**src/rtl/disp_pkg.sv**
```systemverilog
// -----------------------------------------------------------------------------
// disp_pkg
// Shared constants and helpers for the multi-channel 7-segment debug display.
//   SEG_BLANK      : all segments off (active-low)
//   HEX_SEG        : 16-entry nibble -> active-low segment table, bit order g..a
//   hexToSeg       : table lookup for one nibble
//   keyAcceptWidth : counter width needed to count up to a debounce length
// No ports (package).
// -----------------------------------------------------------------------------
package disp_pkg;

  localparam logic [6:0] SEG_BLANK = 7'h7F;

  // Active-low patterns, seg[6]=g ... seg[0]=a
  localparam logic [6:0] HEX_SEG [16] = '{
    7'h40, 7'h79, 7'h24, 7'h30,   // 0 1 2 3
    7'h19, 7'h12, 7'h02, 7'h78,   // 4 5 6 7
    7'h00, 7'h10, 7'h08, 7'h03,   // 8 9 A b
    7'h46, 7'h21, 7'h06, 7'h0E    // C d E F
  };

  function automatic logic [6:0] hexToSeg(input logic [3:0] nib);
    return HEX_SEG[nib];
  endfunction

  // Width of a counter that must reach cycles-1 (never narrower than 1 bit)
  function automatic int keyAcceptWidth(input int cycles);
    int w;
    w = $clog2(cycles + 1);
    return (w < 1) ? 1 : w;
  endfunction

endpackage

```
**src/rtl/key_debouncer.sv**
```systemverilog
// -----------------------------------------------------------------------------
// key_debouncer
// Two-flop synchroniser for a raw pushbutton, followed by a stable-level
// filter and a one-cycle rising-edge pulse of the accepted level.
// Ports:
//   iwClk  in  1  clock
//   iwRst  in  1  synchronous active-high reset
//   iwKey  in  1  raw asynchronous key, active-high
//   owRise out 1  one-cycle pulse when the accepted level goes 0 -> 1
// -----------------------------------------------------------------------------
module key_debouncer
  import disp_pkg::*;
#(
  parameter int pDebounce = 1000000
) (
  input  logic iwClk,
  input  logic iwRst,
  input  logic iwKey,
  output logic owRise
);

  localparam int CNT_W = keyAcceptWidth(pDebounce);

  logic             sync1_r;
  logic             sync2_r;
  logic             level_r;
  logic [CNT_W-1:0] cnt_r;
  logic             rise_r;

  // Synchronise the key, count consecutive cycles away from the accepted level, accept after pDebounce
  always_ff @(posedge iwClk) begin
    if (iwRst) begin
      sync1_r <= 1'b0;
      sync2_r <= 1'b0;
      level_r <= 1'b0;
      cnt_r   <= '0;
      rise_r  <= 1'b0;
    end else begin
      sync1_r <= iwKey;
      sync2_r <= sync1_r;
      rise_r  <= 1'b0;
      // A return to the accepted level is the only possible change while counting, so it restarts the count
      if (sync2_r == level_r) begin
        cnt_r <= '0;
      end else if (cnt_r == CNT_W'(pDebounce - 1)) begin
        level_r <= sync2_r;
        cnt_r   <= '0;
        rise_r  <= sync2_r;
      end else begin
        cnt_r <= cnt_r + CNT_W'(1);
      end
    end
  end

  assign owRise = rise_r;

endmodule

```
**src/rtl/multi_channel_display_scanner.sv**
```systemverilog
// -----------------------------------------------------------------------------
// multi_channel_display_scanner
// Scans pDigits multiplexed 7-segment digits showing the low hex nibbles of
// one of pChannels 32-bit debug buses. A frame-start snapshot keeps each frame
// consistent; a debounced key toggles a freeze that suppresses reloading.
// Each digit slot begins with pGuard cycles of all anodes off.
// Optional feature macro: DISP_LEADING_ZERO_BLANK_EN -- blank digits above the
// most-significant nonzero nibble (digit 0 always shown).
// Ports:
//   iwClk    in  1               board clock
//   iwRst    in  1               synchronous active-high reset
//   iwData   in  32*pChannels    channel c at [32*c+31:32*c]
//   iwSel    in  SEL_W           channel select, out-of-range -> channel 0
//   iwKey    in  1               raw pushbutton, active-high
//   ownSeg   out 7               segments g..a, active-low
//   ownAn    out pDigits         anodes, active-low, at most one low
//   owFrozen out 1               display held
// -----------------------------------------------------------------------------
module multi_channel_display_scanner
  import disp_pkg::*;
#(
  parameter int pDigits     = 4,
  parameter int pChannels   = 4,
  parameter int pRefreshDiv = 100000,
  parameter int pGuard      = 4,
  parameter int pDebounce   = 1000000
) (
  input  logic                                           iwClk,
  input  logic                                           iwRst,
  input  logic [32*pChannels-1:0]                        iwData,
  input  logic [((pChannels > 1) ? $clog2(pChannels) : 1)-1:0] iwSel,
  input  logic                                           iwKey,
  output logic [6:0]                                     ownSeg,
  output logic [pDigits-1:0]                             ownAn,
  output logic                                           owFrozen
);

  localparam int SEL_W  = (pChannels > 1) ? $clog2(pChannels) : 1;
  localparam int DIG_W  = (pDigits > 1) ? $clog2(pDigits) : 1;
  localparam int SLOT_W = $clog2(pRefreshDiv);
  localparam logic [pDigits-1:0] AN_OFF = {pDigits{1'b1}};
  localparam logic [pDigits-1:0] AN_ONE = pDigits'(1);

  logic [SLOT_W-1:0]  slotCnt_r;
  logic [DIG_W-1:0]   digIdx_r;
  logic [31:0]        snapshot_r;
  logic               frozen_r;
  logic [6:0]         seg_r;
  logic [pDigits-1:0] an_r;

  logic [31:0]        chan_s [pChannels];
  logic [SEL_W-1:0]   chanIdx_s;
  logic [31:0]        selData_s;
  logic               loadNow_s;
  logic [31:0]        dispSnap_s;
  logic [3:0]         nib_s;
  logic               digitBlank_s;
  logic [6:0]         segNext_s;
  logic [pDigits-1:0] anNext_s;
  logic               keyRise_s;

  for (genvar g = 0; g < pChannels; g++) begin : gChan
    assign chan_s[g] = iwData[32*g +: 32];
  end

  key_debouncer #(
    .pDebounce(pDebounce)
  ) uKeyDebouncer (
    .iwClk (iwClk),
    .iwRst (iwRst),
    .iwKey (iwKey),
    .owRise(keyRise_s)
  );

  // Channel mux; the compare is one bit wider so pChannels itself is representable
  always_comb begin
    chanIdx_s = ({1'b0, iwSel} < (SEL_W + 1)'(pChannels)) ? iwSel : SEL_W'(0);
    selData_s = 32'h0000_0000;
    for (int c = 0; c < pChannels; c++) begin
      selData_s = selData_s | ({32{chanIdx_s == SEL_W'(c)}} & chan_s[c]);
    end
  end

  // Next display values from the current scan position; the load value is bypassed so a frame-start digit never shows stale data
  always_comb begin
    loadNow_s  = (slotCnt_r == SLOT_W'(0)) && (digIdx_r == DIG_W'(0)) && !frozen_r;
    dispSnap_s = loadNow_s ? selData_s : snapshot_r;
    nib_s      = dispSnap_s[{digIdx_r, 2'b00} +: 4];
`ifdef DISP_LEADING_ZERO_BLANK_EN
    begin : bTopNibble
      logic [DIG_W-1:0] topIdx;
      topIdx = DIG_W'(0);
      for (int i = 0; i < pDigits; i++) begin
        topIdx = (dispSnap_s[4*i +: 4] != 4'h0) ? DIG_W'(i) : topIdx;
      end
      digitBlank_s = (digIdx_r > topIdx);
    end
`else
    digitBlank_s = 1'b0;
`endif
    if (slotCnt_r < SLOT_W'(pGuard)) begin
      anNext_s  = AN_OFF;
      segNext_s = SEG_BLANK;
    end else begin
      anNext_s  = ~(AN_ONE << digIdx_r);
      segNext_s = digitBlank_s ? SEG_BLANK : hexToSeg(nib_s);
    end
  end

  // Slot/digit scan counters; digit index wraps to 0 at frame end
  always_ff @(posedge iwClk) begin
    if (iwRst) begin
      slotCnt_r <= '0;
      digIdx_r  <= '0;
    end else if (slotCnt_r == SLOT_W'(pRefreshDiv - 1)) begin
      slotCnt_r <= '0;
      digIdx_r  <= (digIdx_r == DIG_W'(pDigits - 1)) ? DIG_W'(0) : digIdx_r + DIG_W'(1);
    end else begin
      slotCnt_r <= slotCnt_r + SLOT_W'(1);
    end
  end

  // Frame snapshot, freeze toggle (load decision sees the pre-toggle freeze value) and registered outputs
  always_ff @(posedge iwClk) begin
    if (iwRst) begin
      snapshot_r <= 32'h0000_0000;
      frozen_r   <= 1'b0;
      seg_r      <= SEG_BLANK;
      an_r       <= AN_OFF;
    end else begin
      snapshot_r <= dispSnap_s;
      frozen_r   <= frozen_r ^ keyRise_s;
      seg_r      <= segNext_s;
      an_r       <= anNext_s;
    end
  end

  assign ownSeg   = seg_r;
  assign ownAn    = an_r;
  assign owFrozen = frozen_r;

endmodule

```
**config.mk**
```make
export PLATFORM = sky130hd
export DESIGN_NAME = multi_channel_display_scanner
export DESIGN_NICKNAME = d
export VERILOG_FILES = /design/src/rtl/disp_pkg.sv /design/src/rtl/key_debouncer.sv /design/src/rtl/multi_channel_display_scanner.sv
export SDC_FILE = /design/constraint.sdc
export NUM_CORES = 1
export LEC_CHECK = 0
export CORE_ASPECT_RATIO = 1.75
export CORE_UTILIZATION = 47
export DETAILED_ROUTE_END_ITERATION = 10
export GPL_ROUTABILITY_DRIVEN = 0
export HOLD_SLACK_MARGIN = 0.02
export PLACE_DENSITY = 0.9
export SYNTH_ARGS = -nofsm -noshare
export SYNTH_HDL_FRONTEND = slang
export SYNTH_SLANG_ARGS = --single-unit
export TNS_END_PERCENT = 1
```
**constraint.sdc**
```tcl
create_clock -name iwClk -period 7.5 [get_ports iwClk]
set_input_delay 1.125 -clock iwClk [delete_from_list [all_inputs] [get_ports iwClk]]
set_output_delay 1.125 -clock iwClk [all_outputs]
set_load 0.01 [all_outputs]
```
# Word-level counts from Yosys, hierarchy flattened
# Memory sizes are Yosys's and may differ from the RTL's. A register that Yosys moved wholly into a read port is not among the register bits.
# Index checks and enable logic that the tools add are counted.
totals:
  rom_bits: 112
  regBits: 80
  out_inout_bits: 12
  latch_bits: 0
  wordCells: 49
  n_memories: 1
  ram_bits: 0
  inputBits: 133
op_classes:
  eq_ne: 7
  shifts: 2
  addsub: 3
  muxes: 2
  n_div: 0
  reduce_logical: 11
  n_lt_le_gt_ge: 1
  multipliers: 0
  bitwise_logic: 12
mem_list:
  columns: ["name", "depth", "word_bits", "rd", "rd_clocked_by_memory_dff", "write_ports", "line_no", "source"]
  rows:
  - ["(name not given)", 16, 7, 1, 1, 0, "disp_pkg.sv:23", "return HEX_SEG[nib];"]
ops:
  columns: ["op", "count"]
  rows:
  - ["$and A32 B32 Y32", 4]
  - ["$or A32 B32 Y32", 3]
  - ["$mux W32", 1]
  - ["$shiftx A32 B5 Y4", 1]
  - ["$add A20 B1 Y20 const B", 1]
  - ["$eq A20 B20 Y1 const B", 1]
  - ["$add A17 B1 Y17 const B", 1]
  - ["$eq A17 B17 Y1 const B", 1]
  - ["$logic_not A17 Y1", 1]
  - ["$lt A17 B3 Y1 const B", 1]
  - ["$eq A2 B2 Y1 const B", 3]
  - ["$reduce_or A3 Y1", 2]
  - ["$not A4 Y5", 1]
  - ["$logic_not A2 Y1", 2]
  - ["$not A4 Y4", 1]
  - ["$reduce_or A2 Y1", 2]
  - ["$shl A1 B2 Y4 const A", 1]
  - ["$add A2 B1 Y2 const B", 1]
  - ["$eq A2 B1 Y1 const B", 1]
  - ["$logic_and A1 B1 Y1", 2]
  - ["$mux W2", 1]
  - ["$not A1 Y1", 2]
  - ["$reduce_and A2 Y1", 1]
  - ["$eq A1 B1 Y1", 1]
  - ["other kinds (2)", 2]

# Depth between registers and ports, before layout
logic_depth:
  depth_word: 8
  mapped_depth: 15
  ltp_nobuf: 13

# Hierarchy
# Synthesis repeated with hierarchy kept, for this count alone.
unflattened:
  hier_cells: 381
  area_unflattened_um2: 3634.7
by_module_without_submodules:
  columns: ["mod", "n_inst", "seq_area_each_um2", "area_per_inst_um2", "cells_each"]
  rows:
  - ["multi_channel_display_scanner", 1, 940.9, 2565.0, 259]
  - ["key_debouncer", 1, 480.5, 1069.8, 122]

# Worst setup path after synthesis
# OpenSTA, ideal clock, no wires.
synth_timing:
  path_type: "input -> register"
  from: "input iwSel[0] (netlist name)"
  to: "register seg_r[3] (netlist: ownSeg[3])"
  arrival_time_ps: 3379
  setup_ps: 74
  path_buffers: 2
  slack_ps: 4047
  cell_stages: 10
  required_time_ps: 7426
  cell_sequence: "buf_6 > buf_6 > mux4_2 > mux2_2 > mux4_2 > inv_1 > ha_1 > mux2i_1 > nor4_1 > a31oi_1"
synth_between:
  elab_chain_len: 8
  elab_cells_between_ends: 14
  classes_between: "eq/ne (3); shift (1); mux (1); bitwise (8); reduce/logical (1)"
synth_rtl:
  columns: ["item", "line_no", "source"]
  rows:
  - ["start, declared", "multi_channel_display_scanner.sv:31", "input logic [((pChannels > 1) ? $clog2(pChannels) : 1)-1:0] iwSel,"]
  - ["$eq A2 B1 Y1 / $logic_not A2 Y1 (equally long branches)", "multi_channel_display_scanner.sv:80", "selData_s = selData_s | ({32{chanIdx_s == SEL_W'(c)}} & chan_s[c]);"]
  - ["$and A32 B32 Y32", "multi_channel_display_scanner.sv:80", null]
  - ["$or A32 B32 Y32 (2 in series)", "multi_channel_display_scanner.sv:80", null]
  - ["$or A32 B32 Y32 *", "multi_channel_display_scanner.sv:80", null]
  - ["$mux W32 *", "multi_channel_display_scanner.sv:87", "dispSnap_s = loadNow_s ? selData_s : snapshot_r;"]
  - ["$shiftx A32 B5 Y4 *", "multi_channel_display_scanner.sv:88", "nib_s = dispSnap_s[{digIdx_r, 2'b00} +: 4];"]
  - ["$not A4 Y5 (not written as such) *", "disp_pkg.sv:23", null]
  - ["end, declared", "multi_channel_display_scanner.sv:48", "logic [6:0] seg_r;"]
# Every way passes the cells marked *; elsewhere a longest branch is shown, timed or not.
# A chain may end at the register's enable or synchronous reset.

# Final worst setup path
# Ends and elaborated chain as after synthesis.

==> flow_summary.json <==
{
  "first_pass_iters": 4,
  "dp_hpwl_mm": 5.83,
  "min_to": "uKeyDebouncer.sync2_r$_SDFF_PP0_",
  "fin_util_pct": 64.9,
  "synth_edf_count": 0,
  "hold_start": "uKeyDebouncer.sync1_r$_SDFF_PP0_",
  "synth_common_cells": "dfxtp_1 (71), nor2_1 (53), nand3_1 (34)",
  "worstPathRequired_ns": 7.75,
  "vias": 2995,
  "clkTransAtPathRegs_ns": 0.05,
  "fmaxAchievable_mhz": 232,
  "clk_latency_ns": 0.34,
  "grt_use_total_pct": 23.1,
  "die_w_um": 67.9,
  "grt_max_degree": 28,
  "synth.most_common_cell": "dfxtp_1",
  "finalHoldViolCount": 0,
  "die_area_mm2": 0.00796,
  "maxCapViolCount": 0,
  "final_area_mm2": 0.00473,
  "overflow": 0,
  "clockBufferDepth": 2,
  "finalPower_mw": 1.00,
  "initial_core_util_pct": 49.0,
  "multi_input_comb_area_mm2": 0.00203,
  "area_delta_synth_final_pct": 32.5,
  "syn-cell-area_mm2": 0.00357,
  "fp.coreArea_mm2": 0.00728,
  "rsz0062_at_grt": "false",
  "rows": 41,
  "yosysSeqAreaShare_pct": 39.8,
  "crit_type": "in2reg",
  "relSlewSlack_pct": 31.9,
  "drt_iter0_drc": 193,
  "reg2reg_depth": 12,
  "dpl_cell_area_mm2": 0.00440,
  "cts_buffers": 9,
  "synth.net_count": 513,
  "yosysTopAreaCell": "dfxtp_1",
  "peakVddDrop_uv": 130,
  "routed_wl_mm": 7.87,
  "cp-start-kind": "input port",
  "hold_path_depth": 1,
  "drtAntennaViolNets": 0,
  "drt-wirelength-per-cell_um": 14.7,
  "status": "complete, no violations",
  "synth.top_cell.area_share_pct": 39.8,
  "port_buffers": 80,
  "fin_crit_sh_pct": 57.4,
  "antenna_found_initial": 0,
  "skew_ns": 0.00454,
  "final_layout_size_suffix_gt1_share_pct": 10.9,
  "cts_setup_buffers": 0,
  "grt_pass1_wl_mm": 13.6,
  "synth_warnings": 0,
  "fin_crit_ns": 4.31,
  "cts_tree": "done",
  "async_flop_share_pct": 0,
  "postSynthAreaPerCell_um2": 9.72,
  "synth-seq-cells": 71,
  "first_global_vias": 3171,
  "crit_path_max_fanout": 16,
  "cts_num_sinks": 71,
  "p_leak_nw": 1.77,
  "diodes": 0,
  "r2r_start": "digIdx_r[1]$_SDFFE_PP0P_",
  "yosysUniqueCellTypes": 41,
  "r2r_setup_slack_ns": 4.03,
  "min_path_type": "reg2reg",
  "top_level_ports": 145,
  "worst_slew_pin_slew_ns": 1.02,
  "cts-root-buf": "clkbuf_16",
  "fillers": 562,
  "cts_resized": 0,
  "die_y_um": 117,
  "setup_viol": 0,
  "syn_inst": 367,
  "cts_hold_buf": 0,
  "vias_per_cell": 5.61,
  "drc": 0,
  "slew_violations": 0,
  "register_area_mm2": 0.00142,
  "synthFlopType": "dfxtp_1",
  "cts_htree_levels": 3,
  "ys_top_cells_by_area": "dfxtp_1 (40%), mux4_2 (11%), nor2_1 (5.6%), xor2_1 (5.2%), nand3_1 (4.8%)",
  "arrival_ns": 4.56,
  "reg2reg_to": "ownSeg[3]$_SDFF_PP1_",
  "end_kind": "flip-flop",
  "tns_ns": 0,
  "nets": 589,
  "powerDensity_mw_per_mm2": 212
}
worst max-delay path: stages:
cell and delay [ns]:
clkdlybuf4s50_1 1.14, mux4_2 0.60, mux2_2 0.29, mux4_2 0.57, inv_1 0.16, ha_1 0.28
mux2i_1 0.17, nor4_1 0.07, a31oi_1 0.15
where the power goes:
part,total (mW),switching [mW],internal (mW)
Combinational,0.153,0.0705,0.0824
Sequential,0.396,0.00513,0.390
Clock,0.454,0.152,0.302
metrics by stage:
| stage | setup slack [ns] | std cells | hold WS, ns |
|---|---|---|---|
| after global placement | 2.95 | 518 | 0.429 |
| after detailed placement | 2.88 | 518 | 0.438 |
| final | 3.19 | 534 | 0.447 |
| after floorplan | 4.05 | 367 | 0.414 |
| after CTS | 3.23 | 534 | 0.450 |
| after global routing | 2.97 | 534 | 0.463 |
cell type report:
type	instances	share of cell area, %
repair buffers	81	17.1
clock buffers	14	6.22
flip-flops and latches	71	30.1
multi-input cells	270	42.8
inverters	10	0.794
clock inverters	2	0.741
well taps	86	2.28
worst max-delay path by stage:
| stage | start | endpoint | slack [ns] |
|---|---|---|---|
| finish | iwSel[0] | ownSeg[3]$_SDFF_PP1_ | 3.19 |
| detailed placement | iwSel[0] | ownSeg[3]$_SDFF_PP1_ | 2.88 |
| global route | iwSel[0] | ownSeg[3]$_SDFF_PP1_ | 2.97 |
| global placement | iwSel[0] | ownSeg[3]$_SDFF_PP1_ | 2.95 |
| floorplan | iwSel[0] | ownSeg[3]$_SDFF_PP1_ | 4.05 |
| CTS | iwSel[0] | ownSeg[3]$_SDFF_PP1_ | 3.23 |
routing by layer:
| metal | routed length (um) | global-route usage [%] |
|---|---|---|
| met5 | 0 | 0 |
| met4 | 238 | 13.6 |
| met3 | 459 | 6.30 |
| met2 | 4330 | 41.8 |
| met1 | 2840 | 22.7 |
state kept, by name, indices dropped and copies added, names as in the netlist:
register,cells
snapshot_r,16
uKeyDebouncer.owRise,1
uKeyDebouncer.cnt_r,20
digIdx_r,2
owFrozen,1
ownAn,4
uKeyDebouncer.sync2_r,1
uKeyDebouncer.level_r,1
uKeyDebouncer.sync1_r,1
ownSeg,7
slotCnt_r,17
cell families (layout without fill, tap and decap cells):
family                   count (synthesis)  count (layout)  synth area share [%]
AND/OR/NAND/NOR                        161             161                  23.7
flip-flops                              71              71                  39.8
AO/OA/AOI/OAI                           33              33                  5.47
XOR/XNOR                                32              32                  7.85
multiplexers                            31              31                  15.1
buffers and inverters                   26             107                  3.40
adder cells (fa/ha/maj)                 13              13                  4.56
placed cells by master, fill, tap and decap left out, types with 4 or more instances in the layout:
cell type	synthesis	routed
ha_1	13	13
o21ai_0	11	11
nor2_1	53	53
clkdlybuf4s50_1	0	80
nand4_1	6	6
or3_1	5	5
nor2b_1	9	9
nand2_1	26	26
dfxtp_1	71	71
a21oi_1	13	13
inv_1	10	10
mux2i_1	9	9
nor3_1	5	5
mux2_2	4	4
nand3_1	34	34
clkbuf_16	0	9
clkbuf_8	0	5
xor2_1	21	21
xnor2_1	11	11
and3_1	8	8
mux4_2	18	18
(Power assumes the default switching activity.)
